$ cat src/rtl/sint_addsub_pipe.sv
// -----------------------------------------------------------------------------
// sint_addsub_pipe
//   Two-stage pipelined two's-complement add/subtract unit with a runtime
//   operation select, valid/ready handshakes on both sides and a signed
//   overflow flag.
//
//   Stage 1 registers the operands and op. Stage 2 registers the result and
//   the overflow flag computed from the stage-1 contents.
//
//   Build option:
//     SINT_ADDSUB_SAT_EN  when defined, overflowing results clamp to the
//                         nearest representable value (ovf still set).
//                         When undefined, results wrap mod 2^WIDTH.
//
// Parameters
//   WIDTH      operand/result width (>= 2)
//
// Ports
//   CLK        clock, rising edge
//   RESET      synchronous reset, active-high
//   I0         operand A (signed)
//   I1         operand B (signed), ignored for NEG
//   op         00 ADD A+B | 01 SUB A-B | 10 RSUB B-A | 11 NEG -A
//   in_valid   I0/I1/op valid
//   in_ready   unit can accept input this cycle
//   O          result (signed)
//   ovf        signed overflow of the result in O
//   out_valid  O/ovf valid
//   out_ready  downstream accepts O this cycle
// -----------------------------------------------------------------------------
module sint_addsub_pipe #(
  parameter int WIDTH = 8
) (
  input  logic                    CLK,
  input  logic                    RESET,
  input  logic signed [WIDTH-1:0] I0,
  input  logic signed [WIDTH-1:0] I1,
  input  logic        [1:0]       op,
  input  logic                    in_valid,
  output logic                    in_ready,
  output logic signed [WIDTH-1:0] O,
  output logic                    ovf,
  output logic                    out_valid,
  input  logic                    out_ready
);

  localparam logic [1:0] OP_ADD  = 2'b00;
  localparam logic [1:0] OP_SUB  = 2'b01;
  localparam logic [1:0] OP_RSUB = 2'b10;

  // One guard bit above the operand width makes every result exact, so
  // overflow is simply a disagreement between the top two bits.
  function automatic logic signed [WIDTH:0] arith(
    input logic signed [WIDTH-1:0] a,
    input logic signed [WIDTH-1:0] b,
    input logic        [1:0]       sel
  );
    logic signed [WIDTH:0] ea;
    logic signed [WIDTH:0] eb;
    logic signed [WIDTH:0] r;
    ea = {a[WIDTH-1], a};
    eb = {b[WIDTH-1], b};
    case (sel)
      OP_ADD:  r = ea + eb;
      OP_SUB:  r = ea - eb;
      OP_RSUB: r = eb - ea;
      default: r = -ea;
    endcase
    return r;
  endfunction

  function automatic logic ovf_of(input logic signed [WIDTH:0] r);
    return r[WIDTH] ^ r[WIDTH-1];
  endfunction

`ifdef SINT_ADDSUB_SAT_EN
  // The guard bit carries the true sign of an overflowed result.
  function automatic logic signed [WIDTH-1:0] narrow(input logic signed [WIDTH:0] r);
    logic signed [WIDTH-1:0] res;
    if (ovf_of(r)) begin
      res = r[WIDTH] ? {1'b1, {(WIDTH-1){1'b0}}} : {1'b0, {(WIDTH-1){1'b1}}};
    end else begin
      res = r[WIDTH-1:0];
    end
    return res;
  endfunction
`else
  function automatic logic signed [WIDTH-1:0] narrow(input logic signed [WIDTH:0] r);
    return r[WIDTH-1:0];
  endfunction
`endif

  logic                    vld_p1;
  logic signed [WIDTH-1:0] a_p1;
  logic signed [WIDTH-1:0] b_p1;
  logic        [1:0]       op_p1;
  logic signed [WIDTH:0]   res_p1;

  logic                    vld_p2;
  logic signed [WIDTH-1:0] o_p2;
  logic                    ovf_p2;

  logic adv1;
  logic adv2;
  logic accept;

  assign adv2     = !vld_p2 | out_ready;
  assign adv1     = !vld_p1 | adv2;
  assign in_ready = adv1;
  assign accept   = in_valid & in_ready;

  // ---- stage 1: operand capture ----
  always_ff @(posedge CLK) begin
    if (accept) begin
      a_p1  <= I0;
      b_p1  <= I1;
      op_p1 <= op;
    end
  end

  assign res_p1 = arith(a_p1, b_p1, op_p1);

  // ---- stage 2: result capture ----
  always_ff @(posedge CLK) begin
    if (RESET) begin
      vld_p1 <= 1'b0;
      vld_p2 <= 1'b0;
      o_p2   <= '0;
      ovf_p2 <= 1'b0;
    end else begin
      if (adv1) begin
        vld_p1 <= in_valid;
      end
      if (adv2) begin
        vld_p2 <= vld_p1;
        if (vld_p1) begin
          o_p2   <= narrow(res_p1);
          ovf_p2 <= ovf_of(res_p1);
        end
      end
    end
  end

  assign O         = o_p2;
  assign ovf       = ovf_p2;
  assign out_valid = vld_p2;

endmodule

$ cat config.mk
export PLATFORM = sky130hd
export DESIGN_NAME = sint_addsub_pipe
export DESIGN_NICKNAME = d
export VERILOG_FILES = /design/src/rtl/sint_addsub_pipe.sv
export SDC_FILE = /design/constraint.sdc
export NUM_CORES = 1
export LEC_CHECK = 0
export ABC_AREA = 1
export BUFFER_PORTS_ARGS = -buffer_cell sky130_fd_sc_hd__buf_2
export CORE_ASPECT_RATIO = 0.8
export CORE_MARGIN = 3
export CORE_UTILIZATION = 55
export DETAILED_ROUTE_END_ITERATION = 7
export PLACE_DENSITY = 0.77
export SLEW_MARGIN = 20
export SYNTH_ARGS = -nofsm -noshare
export SYNTH_HDL_FRONTEND = slang
export SYNTH_SLANG_ARGS = --single-unit
$ cat constraint.sdc
create_clock -name CLK -period 3.2 [get_ports CLK]
set_input_delay 0.48 -clock CLK [delete_from_list [all_inputs] [get_ports CLK]]
set_output_delay 0.48 -clock CLK [all_outputs]
set_load 0.005 [all_outputs]
==> results_dict.tcl, run 1 <==
set metrics [dict create \
    ys_types 35 \
    nets 339 \
    hpwl_um 3650 \
    fp.coreArea_um2 3490 \
    synthArstFlopShare_pct 0 \
    setup_tns_ns 0 \
    ys_warn_count 0 \
    grt_pass1_vias 1556 \
    syn_area_um2 2030 \
    grt_pass1_wl_um 6970 \
    syn_nets 302 \
    grt_util_all_layers_pct 21.3 \
    fmax_ghz 0.378 \
    yosysMostFrequentCell "nand2_1" \
    clock_path_buffers 2 \
    io_pins 33 \
    power.leakage_nw 1.14 \
    wl_per_cell_um 13.1 \
    cts_tree "yes" \
    crit_chain "inv_2 > nand3_1 > nor2_2 > nand2_1 > o21ai_1 > and2_1 > o21ai_0 > ha_1 > nand2_1 > nor2_1 > nand2_1 > nand3_1 > inv_1 > nand3_2 > nand3_2 > nand3_1 > nand2_1 > nor2_1 > nor2_1" \
    report.final.hold_viol_count 0 \
    place_area_um2 2240 \
    start_util_pct 58.2 \
    min_path_type "input pin to register" \
    instances_no_fill 341 \
    synth_top_cell_by_area "edfxtp_1" \
    rows 19 \
    start_kind "register" \
    status "complete, no violations" \
    place.gp.congestion 0.890 \
    first_pass_iters 4 \
    ys.flop_type "edfxtp_1" \
    antenna_found_initial 0 \
    post_cts_resized 0 \
    synth_edf_count 18 \
    io_buffers 32 \
    cts.htree.levels 2 \
    fp.dieW_um 74 \
    crit_arrival_ns 2.81 \
    insertion_delay_ns 0.28 \
    design_area_um2 2340 \
    dp_slack_ns 0.556 \
    cp.required_ns 3.37 \
    num_vias 1850 \
    wl_um 4450 \
    rsz0062_at_grt "false" \
    syn_to_final_growth_pct 15.3 \
    end_kind "register" \
    yosys.area.top_type_share_pct 26.6 \
    cts_buffers 5 \
    drt-initial-drc-count 152 \
    finalSetupViolCount 0 \
    grt_max_degree 19 \
    crit_path_top_delay_cell "edfxtp_1" \
    synthCells 261 \
    cp_common_cell "nand2_1" \
    min_period_over_period_pct 82.6 \
    cp_max_fo 5 \
    clkTransAtPathRegs_ns 0.06 \
    n_antenna_cell 0 \
    die_h_um 60.4 \
    powerDensity_nw_per_um2 455 \
    dp.cells 333 \
    postCtsSetupBuffers 0 \
    ant_nets 0 \
    postSynthAreaPerCell_um2 7.79 \
    die_area_um2 4470 \
    critical-path-max-stage-delay_ns 0.49 \
    synth.area.top_cells "edfxtp_1 27%, dfxtp_1 11%, ha_1 10%" \
    fin_ws_ns 0.558 \
    layout-drive-gt1-share_pct 19.4 \
    vdd_drop_max_mv 0.298 \
    drc 0 \
    maxSlewViolCount 0 \
    drv_cap 0 \
    holdWs_ns 0.368 \
    overflow 0 \
    path_class "register to register" \
    slew_headroom_pct 55.9 \
    avgViaCountPerCell 5.43 \
    worstMarginPinSlew_ns 0.660 \
    root_buffer "clkbuf_8" \
    cts_sinks 29 \
    ys_seq_elements 29 \
    clock_skew_ns 0.00798 \
    ys_seq_area_share_pct 37.4 \
    synth_common_cells "55 x nand2_1, 35 x inv_1, 25 x o21ai_0" \
    period_needed_ns 2.64 \
    ctsHoldBuffers 0 \
]
[layer usage]
layer,vias up,GRT usage (%),wire (µm)
met1,825,30.4,2100
met4,0,7.75,61
li1,954,-,-
met2,64,32.1,1900
met3,7,4.47,386
met5,-,0,0
[per-stage QoR]
step,power (mW),utilization [%]
detailed placement,0.706,64.1
finish,1.07,67.1
CTS,1.07,67.1
global placement,0.702,64.1
global route,1.13,67.1
floorplan,0.637,-
[path summary, 6_finish.rpt]
kind,startpoint,endpoint,slack [ns],depth (start not counted)
max,a_p1[2],ovf,0.56,19
min,I0[6],a_p1[6],0.37,1
max reg2reg,a_p1[2],ovf,0.56,19
min reg2reg,O[3],O[3],0.50,2
[where the power goes]
part | total, mW | switching (mW) | leakage, nW | internal [mW]
clock network | 0.366 | 0.137 | 0.0528 | 0.229
logic | 0.259 | 0.157 | 0.823 | 0.102
registers | 0.443 | 0.0187 | 0.267 | 0.424
[kinds of logic after synthesis]
logic type                 synth area share, %
AOI/OAI and AO/OA                         17.4
DFF                                       37.4
adders and majority gates                 12.4
xor gates and xnor gates                  1.72
buffers and inverters                     7.44
and+or+nand+nor                           23.6
[sequential cells by signal, indices dropped and copies added (netlist names)]
signal     count
out_valid      1
O              8
b_p1           8
vld_p1         1
op_p1          2
a_p1           8
ovf            1
[cells in the final DEF, fill, tap and decap left out, types with 3 or more instances in the layout]
cell	synthesis	layout
a21oi_1	19	19
buf_2	1	32
clkbuf_8	0	5
dfxtp_1	11	11
edfxtp_1	18	18
ha_1	17	17
inv_1	35	35
inv_2	3	3
nand2_1	55	55
nand2_2	4	4
nand3_1	14	14
nor2_1	20	20
nor2_2	5	5
nor3_1	3	3
o21ai_0	25	25
[worst max-delay path: cells and delay by family (launching register included)]
| kind | cells | cell delay (ns) |
|---|---|---|
| flip-flops | 1 | 0.49 |
| buffers and inverters | 2 | 0.15 |
| AND/OR/NAND/NOR | 14 | 1.25 |
| adder cells (fa/ha/maj) | 1 | 0.37 |
| AO/OA/AOI/OAI | 2 | 0.26 |
[final cells by class]
class	instances	area, µm²
flip-flops and latches	29	761
well taps	42	52.6
multi-input cells	192	1120
clock inverters	2	33.8
inverters	38	143
repair buffers	32	160
clock buffers	6	72.6
fillers	316	1150
Note: power is estimated with default switching activity, not from simulation.
==> run 2: changes to the inputs <==
- clock period: 3.2 -> 2.5 ns (I/O delays scaled with it)
==> results_dict.tcl, run 2 (synthesis results as in run 1) <==
set metrics [dict create \
    whs_endpoint "b_p1[3]" \
    wl_per_cell_um 13.6 \
    grt_max_degree 19 \
    hpwl_um 3750 \
    setup_tns_ns 0 \
    r2r_slack_ns 0.03 \
    place_area_um2 2310 \
    mostFrequentLayoutCell "nand2_1" \
    p_total_mw 1.46 \
    critical_path.reg2reg.endpoint "ovf" \
    cp.required_ns 2.68 \
    cts_buffers 5 \
    antenna_found_initial 0 \
    nets 358 \
    fp.coreArea_um2 3490 \
    n_antenna_cell 0 \
    min_path_type "input pin to register" \
    drv_cap 0 \
    grt_pass1_vias 1712 \
    layout_common_cells "52 x nand2_1, 32 x inv_1, 32 x buf_2, 19 x buf_4, 18 x edfxtp_1" \
    grt_pass1_wl_um 7890 \
    finalSetupViolCount 0 \
    power.leakage_nw 1.25 \
    overflow 0 \
    cts_sinks 29 \
    r2r_start "a_p1[1]" \
    die_h_um 60.4 \
    clkTransAtPathRegs_ns 0.07 \
    cp_max_fo 3 \
    rows 19 \
    ctsHoldBuffers 0 \
    vdd_drop_max_mv 0.509 \
    slew_headroom_pct 57.4 \
    start_kind "register" \
    worstMarginPinSlew_ns 0.638 \
    min_period_over_period_pct 98.7 \
    fp.dieW_um 74 \
    dp_slack_ns -0.0216 \
    insertion_delay_ns 0.28 \
    place.gp.congestion 0.929 \
    status "complete, no violations" \
    design_area_um2 2610 \
    clock_path_buffers 2 \
    report.final.hold_viol_count 0 \
    avgViaCountPerCell 5.41 \
    dp.cells 342 \
    wl_um 4910 \
    root_buffer "clkbuf_8" \
    powerDensity_nw_per_um2 558 \
    clock_skew_ns 0.00718 \
    syn_to_final_growth_pct 28.3 \
    drc 0 \
    layout-drive-gt1-share_pct 31.1 \
    fin_ws_ns 0.0328 \
    io_buffers 32 \
    period_needed_ns 2.47 \
    ant_nets 0 \
    rsz0062_at_grt "true" \
    maxSlewViolCount 0 \
    grt_util_all_layers_pct 23.5 \
    num_vias 1948 \
    cts.htree.levels 2 \
    start_util_pct 58.2 \
    end_kind "register" \
    crit_arrival_ns 2.64 \
    fmax_ghz 0.405 \
    min_from "I1[3]" \
    path_class "register to register" \
    drt-initial-drc-count 165 \
    reg2reg_depth 17 \
    holdWs_ns 0.261 \
    instances_no_fill 360 \
    hold_path_depth 1 \
    cts_tree "yes" \
    die_area_um2 4470 \
    fin_util_pct 74.7 \
    io_pins 33 \
    first_pass_iters 4 \
]
==> run 2: cell count changes in the layout (fill, tap and decap cells not counted), sizes merged <==
cell	change
clkinvlp	+1
buf	+19
clkbuf	-1
==> run 2: layer usage <==
layer	track usage [%]	wire length (µm)	up-vias
met1	34.3	2290	861
met3	5.13	446	10
met4	6.46	82	0
met2	35.5	2090	76
met5	0	0	-
li1	-	-	1001
==> run 2: how the worst max path moves through the flow <==
stage,start,endpoint,slack [ns],cells past startpoint
3_5_place_dp,a_p1[0],ovf,-0.02,18
4_1_cts,a_p1[0],ovf,-0.01,20
3_3_place_gp,a_p1[2],ovf,0.05,19
6_report,a_p1[1],ovf,0.03,17
5_1_grt,a_p1[0],ovf,-0.18,19
2_1_floorplan,op_p1[0],ovf,0.12,17
==> run 2: timing repair <==
item | 4_1_cts | 5_1_grt
buffers inserted | 5 | 5
gates resized for setup | 8 | 28
setup endpoints to repair | 2 | 5
pin swaps | 5 | 19
==> run 2: area by class of cell <==
class / count / area, µm²
multi-input combinational: 192 / 1240
fill: 264 / 885
sequential: 29 / 761
timing repair buffer: 51 / 303
inverter: 38 / 143
clock buffer: 5 / 68.8
tap: 42 / 52.6
clock inverter: 3 / 41.3
==> run 2: where the power goes <==
part,leakage [nW],switching [mW],internal [mW]
combinational,0.933,0.237,0.179
clock,0.0518,0.184,0.293
sequential,0.267,0.0217,0.542
==> run 2: worst max-delay path, stage by stage, from the launching register on <==
cell and delay, ns:
edfxtp_1 0.40, inv_2 0.13, nand3_4 0.10, nor2_4 0.13
buf_4 0.12, nand4_1 0.09, and2_1 0.18, o21ai_1 0.13
ha_1 0.28, buf_4 0.16, nand3_1 0.07, nand3_1 0.09
nand3_1 0.11, nand3_2 0.08, nand3_1 0.09, nand2_1 0.05
nor2_1 0.10, nor2_1 0.04
==> run 3: changes to the inputs <==
- CELL_PAD_IN_SITES_DETAIL_PLACEMENT: default -> 1
- CELL_PAD_IN_SITES_GLOBAL_PLACEMENT: default -> 1
- CORE_UTILIZATION: 55 -> 41
- PLACE_DENSITY: 0.77 -> 0.78
==> results_dict.tcl, run 3 (synthesis results as in run 1) <==
set metrics [dict create \
    r2r_slack_ns -0.12 \
    cts_tree "yes" \
    antenna_found_initial 0 \
    start_kind "register" \
    die_h_um 69.0 \
    clock_skew_ns 0.00504 \
    clkTransAtPathRegs_ns 0.07 \
    reg2reg_depth 18 \
    path_class "register to register" \
    mostFrequentLayoutCell "nand2_1" \
    drc 0 \
    slew_headroom_pct 48.8 \
    status "finished, violations left" \
    layout-drive-gt1-share_pct 34.0 \
    io_pins 33 \
    grt_pass1_wl_um 10100 \
    rows 22 \
    syn_to_final_growth_pct 32.0 \
    end_kind "register" \
    grt_max_degree 19 \
    comb_power_share_pct 30.2 \
    startpoint "a_p1[0]" \
    holdWs_ns 0.264 \
    hpwl_um 4600 \
    wl_um 6460 \
    switching_power_mw 0.480 \
    layout_common_cells "49 x nand2_1, 32 x buf_2, 31 x inv_1, 24 x buf_4, 19 x o21ai_0" \
    grt_use_met2_pct 36.0 \
    min_from "I0[0]" \
    die_area_um2 5850 \
    setup_tns_ns -0.120 \
    period_needed_ns 2.62 \
    insertion_delay_ns 0.28 \
    place_area_um2 2360 \
    r2r_start "a_p1[0]" \
    cp.required_ns 2.67 \
    min_path_type "input pin to register" \
    fill_cells 592 \
    drv_cap 0 \
    multiInputGateArea_um2 1250 \
    report.final.hold_viol_count 0 \
    cts.htree.levels 2 \
    cts_buffers 5 \
    p_sw_share_pct 32.0 \
    cts_sinks 29 \
    fmax_ghz 0.382 \
    finalSetupViolCount 1 \
    drt-initial-drc-count 76 \
    avgViaCountPerCell 5.27 \
    num_vias 2023 \
    power.leakage_nw 1.29 \
    wl_per_cell_um 16.8 \
    grt_util_all_layers_pct 21.7 \
    place.gp.congestion 0.924 \
    ff_latch_area_um2 761 \
    grt_pass1_vias 2120 \
    first_pass_iters 4 \
    clkPwrFrac_pct 32.2 \
    rsz0062_at_grt "true" \
    clock_path_buffers 2 \
    internal-power_mw 1.02 \
    dp.cells 364 \
    fp.dieW_um 84.8 \
    min_period_over_period_pct 105 \
    seq_power_share_pct 37.6 \
    start_util_pct 43.5 \
    fin_ws_ns -0.120 \
    overflow 0 \
    cp_max_fo 4 \
    vdd_drop_max_mv 0.262 \
    instances_no_fill 384 \
    p_total_mw 1.50 \
    maxSlewViolCount 0 \
    powerDensity_nw_per_um2 559 \
    crit_end "ovf" \
    design_area_um2 2690 \
    fp.coreArea_um2 4680 \
    ant_nets 0 \
    top_usage_layer "met2" \
    violations "setup timing" \
    worstMarginPinSlew_ns 0.768 \
    n_antenna_cell 0 \
    io_buffers 32 \
    crit_arrival_ns 2.79 \
    root_buffer "clkbuf_8" \
    grtUsageMet1_pct 27.3 \
    met3_usage_pct 4.42 \
    nets 364 \
    critical_path.reg2reg.endpoint "ovf" \
]
## run 3: changes by cell type in the layout (fill, tap and decap cells not counted), moves of 3 or more
| cell | change |
|---|---|
| o21ai_0 | +3 |
| nand2_1 | -3 |
| buf_4 | +5 |
| nand3_2 | +5 |
| nand3_1 | -5 |
## run 3: per-layer routing
metal  vias up  wire length, µm  part of all wire, %
li1       1005                -                    -
met1       969             2920                   45
met2        33             3180                   49
met3        16              172                  2.7
met4         0              182                  2.8
met5         -                0                    0
## run 3: critical path, cell delays in order, from the launching register on
cell	delay [ns]
edfxtp_1	0.41
inv_2	0.12
ha_4	0.18
nand3_4	0.08
xor2_2	0.19
nand2_1	0.09
o21ai_1	0.07
ha_1	0.36
a21oi_2	0.19
o21a_1	0.15
nand2_2	0.07
nand2_2	0.07
nand2_2	0.06
nor2_4	0.13
nor2_4	0.05
nand3_2	0.05
nand2_1	0.05
nor2_1	0.11
nor2_1	0.05
## run 3: power by group through the flow
stage	clock network, mW	registers (mW)	logic [mW]
finish	0.484	0.564	0.452
CTS	0.493	0.563	0.392
global route	0.513	0.568	0.504
floorplan	0	0.572	0.243
global placement	0	0.573	0.359
detailed placement	0	0.573	0.374
## run 3: through the flow
step / setup WS [ns] / util (%)
after floorplan: 0.118 / -
after global placement: -0.0592 / 50.4
after detailed placement: -0.124 / 50.4
after CTS: -0.0643 / 54.3
after global routing: -0.337 / 57.4
final: -0.120 / 57.4
## run 3: final cells by class
| class | count | area share (%) |
|---|---|---|
| clock buffer | 5 | 2.56 |
| clock inverter | 3 | 1.54 |
| inverter | 38 | 5.31 |
| multi-input combinational | 192 | 46.4 |
| sequential | 29 | 28.3 |
| tap | 60 | 2.79 |
| timing repair buffer | 57 | 13.1 |
## run 3: worst min path at each step
stage | to | depth (start not counted)
floorplan | out_valid | 1
global placement | O[3] | 2
detailed placement | O[3] | 2
CTS | b_p1[1] | 1
global route | b_p1[1] | 1
finish | a_p1[0] | 1
## run 3: repair_timing
item | 4_1_cts | 5_1_grt
hold buffers | 0 | 0
pin swaps | 6 | 24
setup buffers | 4 | 8
resized for setup | 11 | 29
gates cloned | 0 | 0
endpoints found under the setup margin | 3 | 6
